### config.mk
export PLATFORM = sky130hd
export DESIGN_NAME = mem_arbiter
export DESIGN_NICKNAME = d
export VERILOG_FILES = /design/src/rtl/mem_arbiter.sv
export SDC_FILE = /design/constraint.sdc
export NUM_CORES = 1
export LEC_CHECK = 0
export ABC_AREA = 1
export BUFFER_PORTS_ARGS = -buffer_cell sky130_fd_sc_hd__buf_2
export CORE_AREA = 2 2 306 308
export DETAILED_ROUTE_END_ITERATION = 16
export DIE_AREA = 0 0 308 310
export GPL_ROUTABILITY_DRIVEN = 0
export GPL_TIMING_DRIVEN = 0
export PLACE_DENSITY = 0.44
export RECOVER_POWER = 100
export SLEW_MARGIN = 20
export SYNTH_ARGS = -nofsm -noshare
export SYNTH_HDL_FRONTEND = slang
export SYNTH_SLANG_ARGS = --single-unit
### constraint.sdc
create_clock -name clk -period 2.5 [get_ports clk]
set_input_delay 0.5 -clock clk [delete_from_list [all_inputs] [get_ports clk]]
set_output_delay 0.5 -clock clk [all_outputs]
set_load 0.05 [all_outputs]
### src/rtl/mem_arbiter.sv
// mem_arbiter
//   Arbitrates N_CH requesters onto a single memory_unit port. A winning
//   channel's func/addresses/write data are latched, one execute pulse is
//   issued, the ready low/high handshake is waited out, and read data is
//   returned with a one-cycle per-channel done pulse. Supports fixed
//   priority or round-robin arbitration, a per-channel bus lock for
//   multi-op sequences, and a sticky timeout flag for a stuck memory.
//
//   Ports
//     clk, rst                 clock, synchronous active-high reset
//     req_execute/req_lock     per-channel request level / keep-grant hint
//     req_func/addr1/addr2     per-channel op fields, packed by channel
//     req_wdata                per-channel write data, packed by channel
//     req_done                 one-hot completion pulse
//     rd_data1/rd_data2        captured read data, held until next op
//     grant_valid/grant_id     current owner of the memory
//     err                      sticky timeout flag
//     mem_*                    memory_unit interface
//
//   state      | meaning
//   -----------+-------------------------------------------------
//   S_IDLE     | no op in flight; arbitrate when memory is ready
//   S_GRANT    | winner fields latched, grant_valid asserted
//   S_ISSUE    | mem_execute pulsed for one cycle
//   S_WAIT_LOW | waiting for memory to drop ready (op accepted)
//   S_WAIT_HIGH| waiting for memory to raise ready (op finished)
//   S_DONE     | req_done pulse, lock sampled
module mem_arbiter #(
  parameter int N_CH    = 5,
  parameter int ADDR_W  = 10,
  parameter int DATA_W  = 64,
  parameter int RR_MODE = 0,
  parameter int TIMEOUT = 255,
  localparam int IDW    = (N_CH > 1) ? $clog2(N_CH) : 1
) (
  input  logic                     clk,
  input  logic                     rst,
  input  logic [N_CH-1:0]          req_execute,
  input  logic [N_CH-1:0]          req_lock,
  input  logic [2*N_CH-1:0]        req_func,
  input  logic [ADDR_W*N_CH-1:0]   req_addr1,
  input  logic [ADDR_W*N_CH-1:0]   req_addr2,
  input  logic [DATA_W*N_CH-1:0]   req_wdata,
  output logic [N_CH-1:0]          req_done,
  output logic [DATA_W-1:0]        rd_data1,
  output logic [DATA_W-1:0]        rd_data2,
  output logic                     grant_valid,
  output logic [IDW-1:0]           grant_id,
  output logic                     err,
  output logic [1:0]               mem_func,
  output logic                     mem_execute,
  output logic [ADDR_W-1:0]        mem_address1,
  output logic [ADDR_W-1:0]        mem_address2,
  output logic [DATA_W-1:0]        mem_write_data,
  input  logic                     mem_ready,
  input  logic [DATA_W-1:0]        mem_read_data1,
  input  logic [DATA_W-1:0]        mem_read_data2
);

  // Down-counter loaded on each wait-phase entry; terminal count 0 means
  // the phase has lasted TIMEOUT cycles.
  localparam int TW = (TIMEOUT > 1) ? $clog2(TIMEOUT) : 1;
  localparam int TMO_LOAD_I = (TIMEOUT > 0) ? TIMEOUT - 1 : 0;
  localparam logic [TW-1:0] TMO_LOAD = TW'(TMO_LOAD_I);
  localparam bit TMO_EN = (TIMEOUT != 0);

  typedef enum logic [2:0] {
    S_IDLE      = 3'd0,
    S_GRANT     = 3'd1,
    S_ISSUE     = 3'd2,
    S_WAIT_LOW  = 3'd3,
    S_WAIT_HIGH = 3'd4,
    S_DONE      = 3'd5
  } state_t;

  state_t state, state_nxt;

  logic [1:0]        func_arr  [N_CH];
  logic [ADDR_W-1:0] addr1_arr [N_CH];
  logic [ADDR_W-1:0] addr2_arr [N_CH];
  logic [DATA_W-1:0] wdata_arr [N_CH];

  for (genvar i = 0; i < N_CH; i++) begin : g_unpack
    assign func_arr[i]  = req_func[2*i +: 2];
    assign addr1_arr[i] = req_addr1[ADDR_W*i +: ADDR_W];
    assign addr2_arr[i] = req_addr2[ADDR_W*i +: ADDR_W];
    assign wdata_arr[i] = req_wdata[DATA_W*i +: DATA_W];
  end

  logic [1:0]        op_func;
  logic [ADDR_W-1:0] op_addr1;
  logic [ADDR_W-1:0] op_addr2;
  logic [DATA_W-1:0] op_wdata;
  logic [IDW-1:0]    rr_ptr;
  logic              locked;
  logic [TW-1:0]     tmo_cnt;

  logic [IDW-1:0] fp_id;
  logic [IDW-1:0] rr_id;
  logic           rr_found;
  int             rr_idx;
  logic           lock_hit;
  logic [IDW-1:0] arb_id;
  logic [IDW-1:0] rr_next;
  logic           tmo_hit;
  logic           active;

  assign tmo_hit = TMO_EN && (tmo_cnt == '0);

  always_comb begin
    fp_id    = '0;
    rr_id    = '0;
    rr_found = 1'b0;
    rr_idx   = 0;
    lock_hit = 1'b0;
    arb_id   = '0;
    rr_next  = '0;

    for (int i = N_CH - 1; i >= 0; i--) begin
      if (req_execute[IDW'(i)]) fp_id = IDW'(i);
    end

    // Scan starting at rr_ptr, wrapping modulo N_CH.
    for (int k = 0; k < N_CH; k++) begin
      rr_idx = int'(rr_ptr) + k;
      if (rr_idx >= N_CH) rr_idx = rr_idx - N_CH;
      if (!rr_found && req_execute[IDW'(rr_idx)]) begin
        rr_found = 1'b1;
        rr_id    = IDW'(rr_idx);
      end
    end

    // A held lock whose owner still requests pre-empts arbitration; a lock
    // whose owner has gone quiet falls through to normal arbitration.
    lock_hit = locked && req_execute[grant_id];
    if (lock_hit)          arb_id = grant_id;
    else if (RR_MODE != 0) arb_id = rr_id;
    else                   arb_id = fp_id;

    if (arb_id == IDW'(N_CH - 1)) rr_next = '0;
    else                          rr_next = arb_id + 1'b1;
  end

  always_comb begin
    state_nxt = state;
    case (state)
      S_IDLE:      if (mem_ready && (|req_execute)) state_nxt = S_GRANT;
      S_GRANT:     state_nxt = S_ISSUE;
      S_ISSUE:     state_nxt = S_WAIT_LOW;
      S_WAIT_LOW: begin
        if (!mem_ready)   state_nxt = S_WAIT_HIGH;
        else if (tmo_hit) state_nxt = S_DONE;
      end
      S_WAIT_HIGH: if (mem_ready || tmo_hit) state_nxt = S_DONE;
      S_DONE:      state_nxt = S_IDLE;
      default:     state_nxt = S_IDLE;
    endcase
  end

  always_ff @(posedge clk) begin
    if (rst) begin
      state       <= S_IDLE;
      grant_valid <= 1'b0;
      grant_id    <= '0;
      locked      <= 1'b0;
      rr_ptr      <= '0;
      tmo_cnt     <= '0;
      err         <= 1'b0;
      rd_data1    <= '0;
      rd_data2    <= '0;
      op_func     <= '0;
      op_addr1    <= '0;
      op_addr2    <= '0;
      op_wdata    <= '0;
    end else begin
      state <= state_nxt;
      case (state)
        S_IDLE: begin
          if (locked && !req_execute[grant_id]) begin
            locked      <= 1'b0;
            grant_valid <= 1'b0;
            grant_id    <= '0;
          end
          if (state_nxt == S_GRANT) begin
            locked      <= 1'b0;
            grant_valid <= 1'b1;
            grant_id    <= arb_id;
            op_func     <= func_arr[arb_id];
            op_addr1    <= addr1_arr[arb_id];
            op_addr2    <= addr2_arr[arb_id];
            op_wdata    <= wdata_arr[arb_id];
            rr_ptr      <= rr_next;
          end
        end
        S_ISSUE: tmo_cnt <= TMO_LOAD;
        S_WAIT_LOW: begin
          if (!mem_ready) begin
            tmo_cnt <= TMO_LOAD;
          end else begin
            if (tmo_cnt != '0) tmo_cnt <= tmo_cnt - 1'b1;
            if (tmo_hit) begin
              err      <= 1'b1;
              rd_data1 <= mem_read_data1;
              rd_data2 <= mem_read_data2;
            end
          end
        end
        S_WAIT_HIGH: begin
          if (mem_ready || tmo_hit) begin
            rd_data1 <= mem_read_data1;
            rd_data2 <= mem_read_data2;
          end
          if (!mem_ready) begin
            if (tmo_cnt != '0) tmo_cnt <= tmo_cnt - 1'b1;
            if (tmo_hit) err <= 1'b1;
          end
        end
        S_DONE: begin
          locked <= req_lock[grant_id];
          if (!req_lock[grant_id]) begin
            grant_valid <= 1'b0;
            grant_id    <= '0;
          end
        end
        default: ;
      endcase
    end
  end

  // Memory-side fields come only from the latched op; zero while idle.
  assign active         = (state != S_IDLE);
  assign mem_execute    = (state == S_ISSUE);
  assign mem_func       = active ? op_func  : '0;
  assign mem_address1   = active ? op_addr1 : '0;
  assign mem_address2   = active ? op_addr2 : '0;
  assign mem_write_data = active ? op_wdata : '0;
  assign req_done       = (state == S_DONE) ? (N_CH'(1) << grant_id) : '0;

endmodule
## Word level (Yosys, flattened, before mapping)

Index checks and enable logic that the tools add are counted.

| word-level totals | value |
|---|---|
| register bits | 231 |
| input port bits | 571 |
| output and inout bits | 225 |
| word-level logic and storage cells | 105 |

| operators by class | value |
|---|---|
| add/sub/neg operators | 1 |
| magnitude comparators | 2 |
| equal/unequal tests | 12 |
| shifts and indexed selects | 1 |
| multiplexer cells | 57 |
| bitwise operators | 1 |
| reductions and logical operators | 19 |

Operators with widths:

| operator | number |
|---|---|
| 2-to-1 mux 64 bit | 9 |
| one-hot mux 64 bit (2 select lines) | 2 |
| binary-select mux 64 bit (select 3 bit) | 1 |
| binary-select mux 10 bit (select 3 bit) | 2 |
| 2-to-1 mux 10 bit | 6 |
| 2-to-1 mux 3 bit | 12 |
| 2-to-1 mux 8 bit | 3 |
| one-hot mux 8 bit (3 select lines) | 1 |
| one-hot mux 3 bit (5 select lines) | 1 |
| != test 2 bit (second input constant) | 5 |
| 2-to-1 mux 1 bit | 9 |
| zero test 8 bit | 1 |
| nonzero test 8 bit | 1 |
| subtractor 8 x 1 -> 8 bit (second input constant) | 1 |
| binary-select mux 1 bit (select 3 bit) | 2 |
| binary-select mux 2 bit (select 3 bit) | 1 |
| == test 3 x 1 -> 1 bit (second input constant) | 2 |
| == test 3 x 2 -> 1 bit (second input constant) | 2 |
| == test 3 bit (second input constant) | 2 |
| 2-to-1 mux 2 bit | 3 |
| one-hot mux 1 bit (2 select lines) | 3 |
| one-hot mux 3 bit (2 select lines) | 1 |
| AND reduction 2 bit | 3 |
| AND reduction 3 bit | 2 |
| 14 further kinds | 18 |

## Logic depth before layout (Yosys ltp)

| logic depth | value |
|---|---|
| depth in word-level cells | 9 |
| depth in mapped cells | 18 |
| mapped depth without buffers | 15 |

## Worst setup path after synthesis

Ideal clock, no wire load.

| path | value |
|---|---|
| path kind | register to output |
| from | register grant_id[1] |
| to | output port req_done[2] |
| arrival | 2.073 ns |
| required time | 2.000 ns |
| setup slack | -0.073 ns |
| stages on the path, launching flop included | 4 |
| buffers on the path | 1 |
| path through | dfxtp_1 > buf_4 > inv_1 > nor3_1 |

| between the ends | value |
|---|---|
| word-level cells in the longest chain between the ends | 2 |

RTL lines:

| element | line | text |
|---|---|---|
| start, declared | 48 | `output logic [IDW-1:0] grant_id,` |
| start signal, assigned | 187 | `grant_id <= arb_id;` |
| << shifter 1 x 3 -> 5 bit | 237 | `assign req_done = (state == S_DONE) ? (N_CH'(1) << grant_id) : '0;` |
| 2-to-1 mux 5 bit | 237 |  |
| end, declared | 44 | `output logic [N_CH-1:0] req_done,` |

No other way between the ends.

## Final worst setup path

| path | value |
|---|---|
| from | register state[1] |
| to | output port mem_write_data[23] |

| between the ends | value |
|---|---|
| word-level cells in the longest chain between the ends | 2 |

RTL lines:

| element | line | text |
|---|---|---|
| start, declared | 76 | `state_t state, state_nxt;` |
| start signal, assigned | 176 | `state <= state_nxt;` |
| nonzero test 3 bit | 231 | `assign active = (state != S_IDLE);` |
| 2-to-1 mux 64 bit | 236 | `assign mem_write_data = active ? op_wdata : '0;` |
| end, declared | 54 | `output logic [DATA_W-1:0] mem_write_data,` |

No other way between the ends.

==> results.json <==
{
  "outcome": "finished with violations",
  "violations": "negative setup slack",
  "fmax_ghz": 0.3959,
  "drv_slew": 0,
  "arrival_ns": 2.03,
  "r2r_setup_slack_ns": 0.14,
  "area_growth_pct": 58.04,
  "use_met3_pct": 3.739,
  "grt_pass1_vias": 18524,
  "worst_setup_path_start_kind": "flip-flop",
  "initial_core_util_pct": 15.32,
  "fin_skew_ns": 0.02019,
  "finalCritPeriodShare_pct": 101.0,
  "synthXorXnorAreaFrac_pct": 0.1854,
  "clk_latency_ns": 0.60,
  "rows": 112,
  "post_synth_num_cell_types": 32,
  "slowest_stage": "dfxtp_4",
  "yosysTopAreaCell": "dfxtp_1",
  "num_vias": 19187,
  "muxShareOfSynthArea_pct": 0,
  "antenna_found_initial": 15,
  "yosys-top-cells-area": "dfxtp_1 (33%), nand3_1 (16%), inv_1 (12%), nor2_1 (9.5%), nand2_1 (8.1%)",
  "detail-route-antenna-nets": 0,
  "track_usage_pct": 17.25,
  "instances_no_fill": 4512,
  "dieArea_um2": 95480,
  "cts_made_buffers": 31,
  "seq_area_frac_synth_pct": 32.63,
  "wl_per_cell_um": 19.46,
  "worst_setup_path_end_kind": "output port",
  "drv_cap": 0,
  "path_clk_slew_ns": 0.06,
  "hold_viol": 0,
  "dr.first_iter.drc_count": 1334,
  "syn_inst": 2418,
  "yosys_register_bits": 231,
  "synth-adder-area-share_pct": 0.08828,
  "power_density_nw_per_um2": 624.3,
  "dp_cells": 4411,
  "grt_setup_unrepaired": "true",
  "drc": 0,
  "r2r_cells": 17,
  "drt_first_pass_iters": 5,
  "peakVddDrop_mv": 0.4309,
  "grt_start_max_net_pins": 16,
  "io_buffers": 795,
  "crit_fanout": 6,
  "drt-total-wl_um": 87820,
  "drive_gt1_share_pct": 32.94,
  "synth_warnings": 0,
  "slowest_delay_ns": 0.36,
  "dp_hpwl_um": 69760,
  "yosys.area_share.simple_pct": 34.06,
  "hold_path_depth": 3,
  "clockRootBuffer": "clkbuf_16",
  "layout.nets": 3853,
  "grt_pass1_wl_um": 122400,
  "busiest_layer": "met2",
  "die_w_um": 308,
  "io_pins": 796,
  "path_delay_family": "buffers and inverters",
  "grt-ovfl-total": 0,
  "numClockSinks": 231,
  "finalSetupViolCount": 10,
  "grt_use_met2_pct": 29.20,
  "cp.required_ns": 2.00,
  "syn_nets": 2990,
  "worstMarginPinSlew_ns": 1.115,
  "core_area_um2": 92490,
  "synth_top_family_by_area": "simple AND/OR/NAND/NOR gates",
  "path_buf_inv": 6,
  "synth_compound_area_share_pct": 14.95,
  "cts_tree": "yes",
  "dp_slack_ns": -1.707,
  "critical_path_class": "flip-flop to output port",
  "use_met1_pct": 21.72,
  "cts_buffer_depth": 3,
  "crit_cells": 9,
  "fp.dieH_um": 310,
  "postSynthAreaPerCell_um2": 5.861,
  "cts.hold.buffers_added": 0,
  "viasPerCell": 4.252,
  "synth_top_area_share_pct": 32.63,
  "synth_area_um2": 14170,
  "period_needed_ns": 2.526,
  "fillers": 10728,
  "leakage_uw": 0.01248,
  "fin_ws_ns": -0.02559,
  "hold_class": "input port to flip-flop",
  "relSlewSlack_pct": 25.69,
  "cp_cell_sequence": "nor2_4 -> inv_2 -> nor2_4 -> buf_12 -> clkbuf_16 -> buf_8 -> clkbuf_16 -> nor2_2 -> buf_6",
  "htreeDepth": 1
}
-- cell type report --
cell class | count | area (µm²) | area share, %
sequential | 231 | 4636 | 20.70
multi-input combinational | 1545 | 7355 | 32.84
tap | 1197 | 1498 | 6.687
buffer | 180 | 1220 | 5.447
timing repair buffer | 832 | 4776 | 21.32
clock inverter | 20 | 289.0 | 1.290
antenna | 9 | 22.52 | 0.1006
clock buffer | 38 | 852.1 | 3.804
inverter | 460 | 1750 | 7.815
-- registers in the layout, indices dropped and copies added (netlist names) --
| name | count |
|---|---|
| err | 1 |
| grant_id | 3 |
| grant_valid | 1 |
| locked | 1 |
| op_addr1 | 10 |
| op_addr2 | 10 |
| op_func | 2 |
| op_wdata | 64 |
| rd_data1 | 64 |
| rd_data2 | 64 |
| state | 3 |
| tmo_cnt | 8 |
-- worst register-to-register path: stages (launching register included) --
cell and delay, ns:
dfxtp_1 0.32, buf_6 0.16, inv_8 0.09, nand2_1 0.06, nand2_1 0.05, nand2_1 0.05
nand2_1 0.05, nand2_1 0.07, nand2_4 0.12, nand2_8 0.11, nand2_4 0.16, buf_8 0.23
buf_2 0.26, nand3_1 0.13, nand3_1 0.11, nand2_1 0.08, nand2_1 0.12, a21oi_1 0.08
-- final timing paths --
kind | start | to
setup / recovery | state[1] | mem_write_data[23]
hold / removal | mem_read_data2[61] | rd_data2[61]
setup reg to reg | grant_id[0] | op_wdata[62]
hold reg to reg | state[2] | state[1]
-- cells in the mapped netlist (all sizes together) --
| library cell | number |
|---|---|
| inv | 458 |
| nand3 | 443 |
| nor2 | 359 |
| nand2 | 310 |
| dfxtp | 231 |
| o21ai | 222 |
| a21oi | 185 |
| buf | 92 |
| clkbuf | 90 |
| a31oi | 7 |
| nor3 | 7 |
| clkinv | 2 |
| nor4 | 2 |
| xnor2 | 2 |
| and3 | 1 |
| ha | 1 |
| nand3b | 1 |
| nand4 | 1 |
| o211ai | 1 |
| o31ai | 1 |
| or2 | 1 |
| xor2 | 1 |
-- cell families (layout without fill, tap and decap cells) --
family,after synthesis,count (layout)
AND/OR/NAND/NOR,1125,1125
buffers and inverters,642,1530
AO/OA/AOI/OAI,416,416
flip-flops,231,231
XOR/XNOR,3,3
adder cells (fa/ha/maj),1,1
other,0,9
-- power by group --
group          internal [µW]  total [µW]  switching (µW)
sequential              4030        4210             187
clock                   3050        5050            2000
combinational           1630        4720            3090
total                   8710       14000            5270
-- metrics by stage --
| stage | hold slack, ns | TNS (ns) | power [µW] | instance area (µm²) | util, % |
|---|---|---|---|---|---|
| 2_1_floorplan | 0.4670 | -0.1625 | 6724 | 14170 | - |
| 3_3_place_gp | 0.4482 | -300.29 | 8384 | 19650 | 21.24 |
| 3_5_place_dp | 0.4654 | -182.11 | 8391 | 19670 | 21.26 |
| 4_1_cts | 0.06180 | -1.097 | 14010 | 21850 | 23.62 |
| 5_1_grt | 0.07470 | -3.197 | 14770 | 22390 | 24.21 |
| 6_report | 0.1159 | -0.1433 | 13980 | 22400 | 24.22 |
-- layer usage --
layer	vias up	part of all wire, %
met1	8925	42
met3	120	7.8
met2	815	47
met4	4	3.0
li1	9323	-
met5	-	0.024
-- what timing repair did --
item | 4_1_cts | 5_1_grt
setup buffers | 22 | 10
pin swaps | 13 | 8
cloned | 1 | 3
resized for setup | 250 | 173
setup endpoints to repair | 283 | 211
-- placed cells by master, fill, tap and decap left out, drive strengths merged, types with 9 or more instances in the layout --
cell type  instances
dfxtp            231
nor2             359
diode              9
nand3            443
o21ai            222
clkbuf           136
nand2            310
clkinv             9
inv              460
buf              914
a21oi            185
Power figures use the tool's default switching activity.
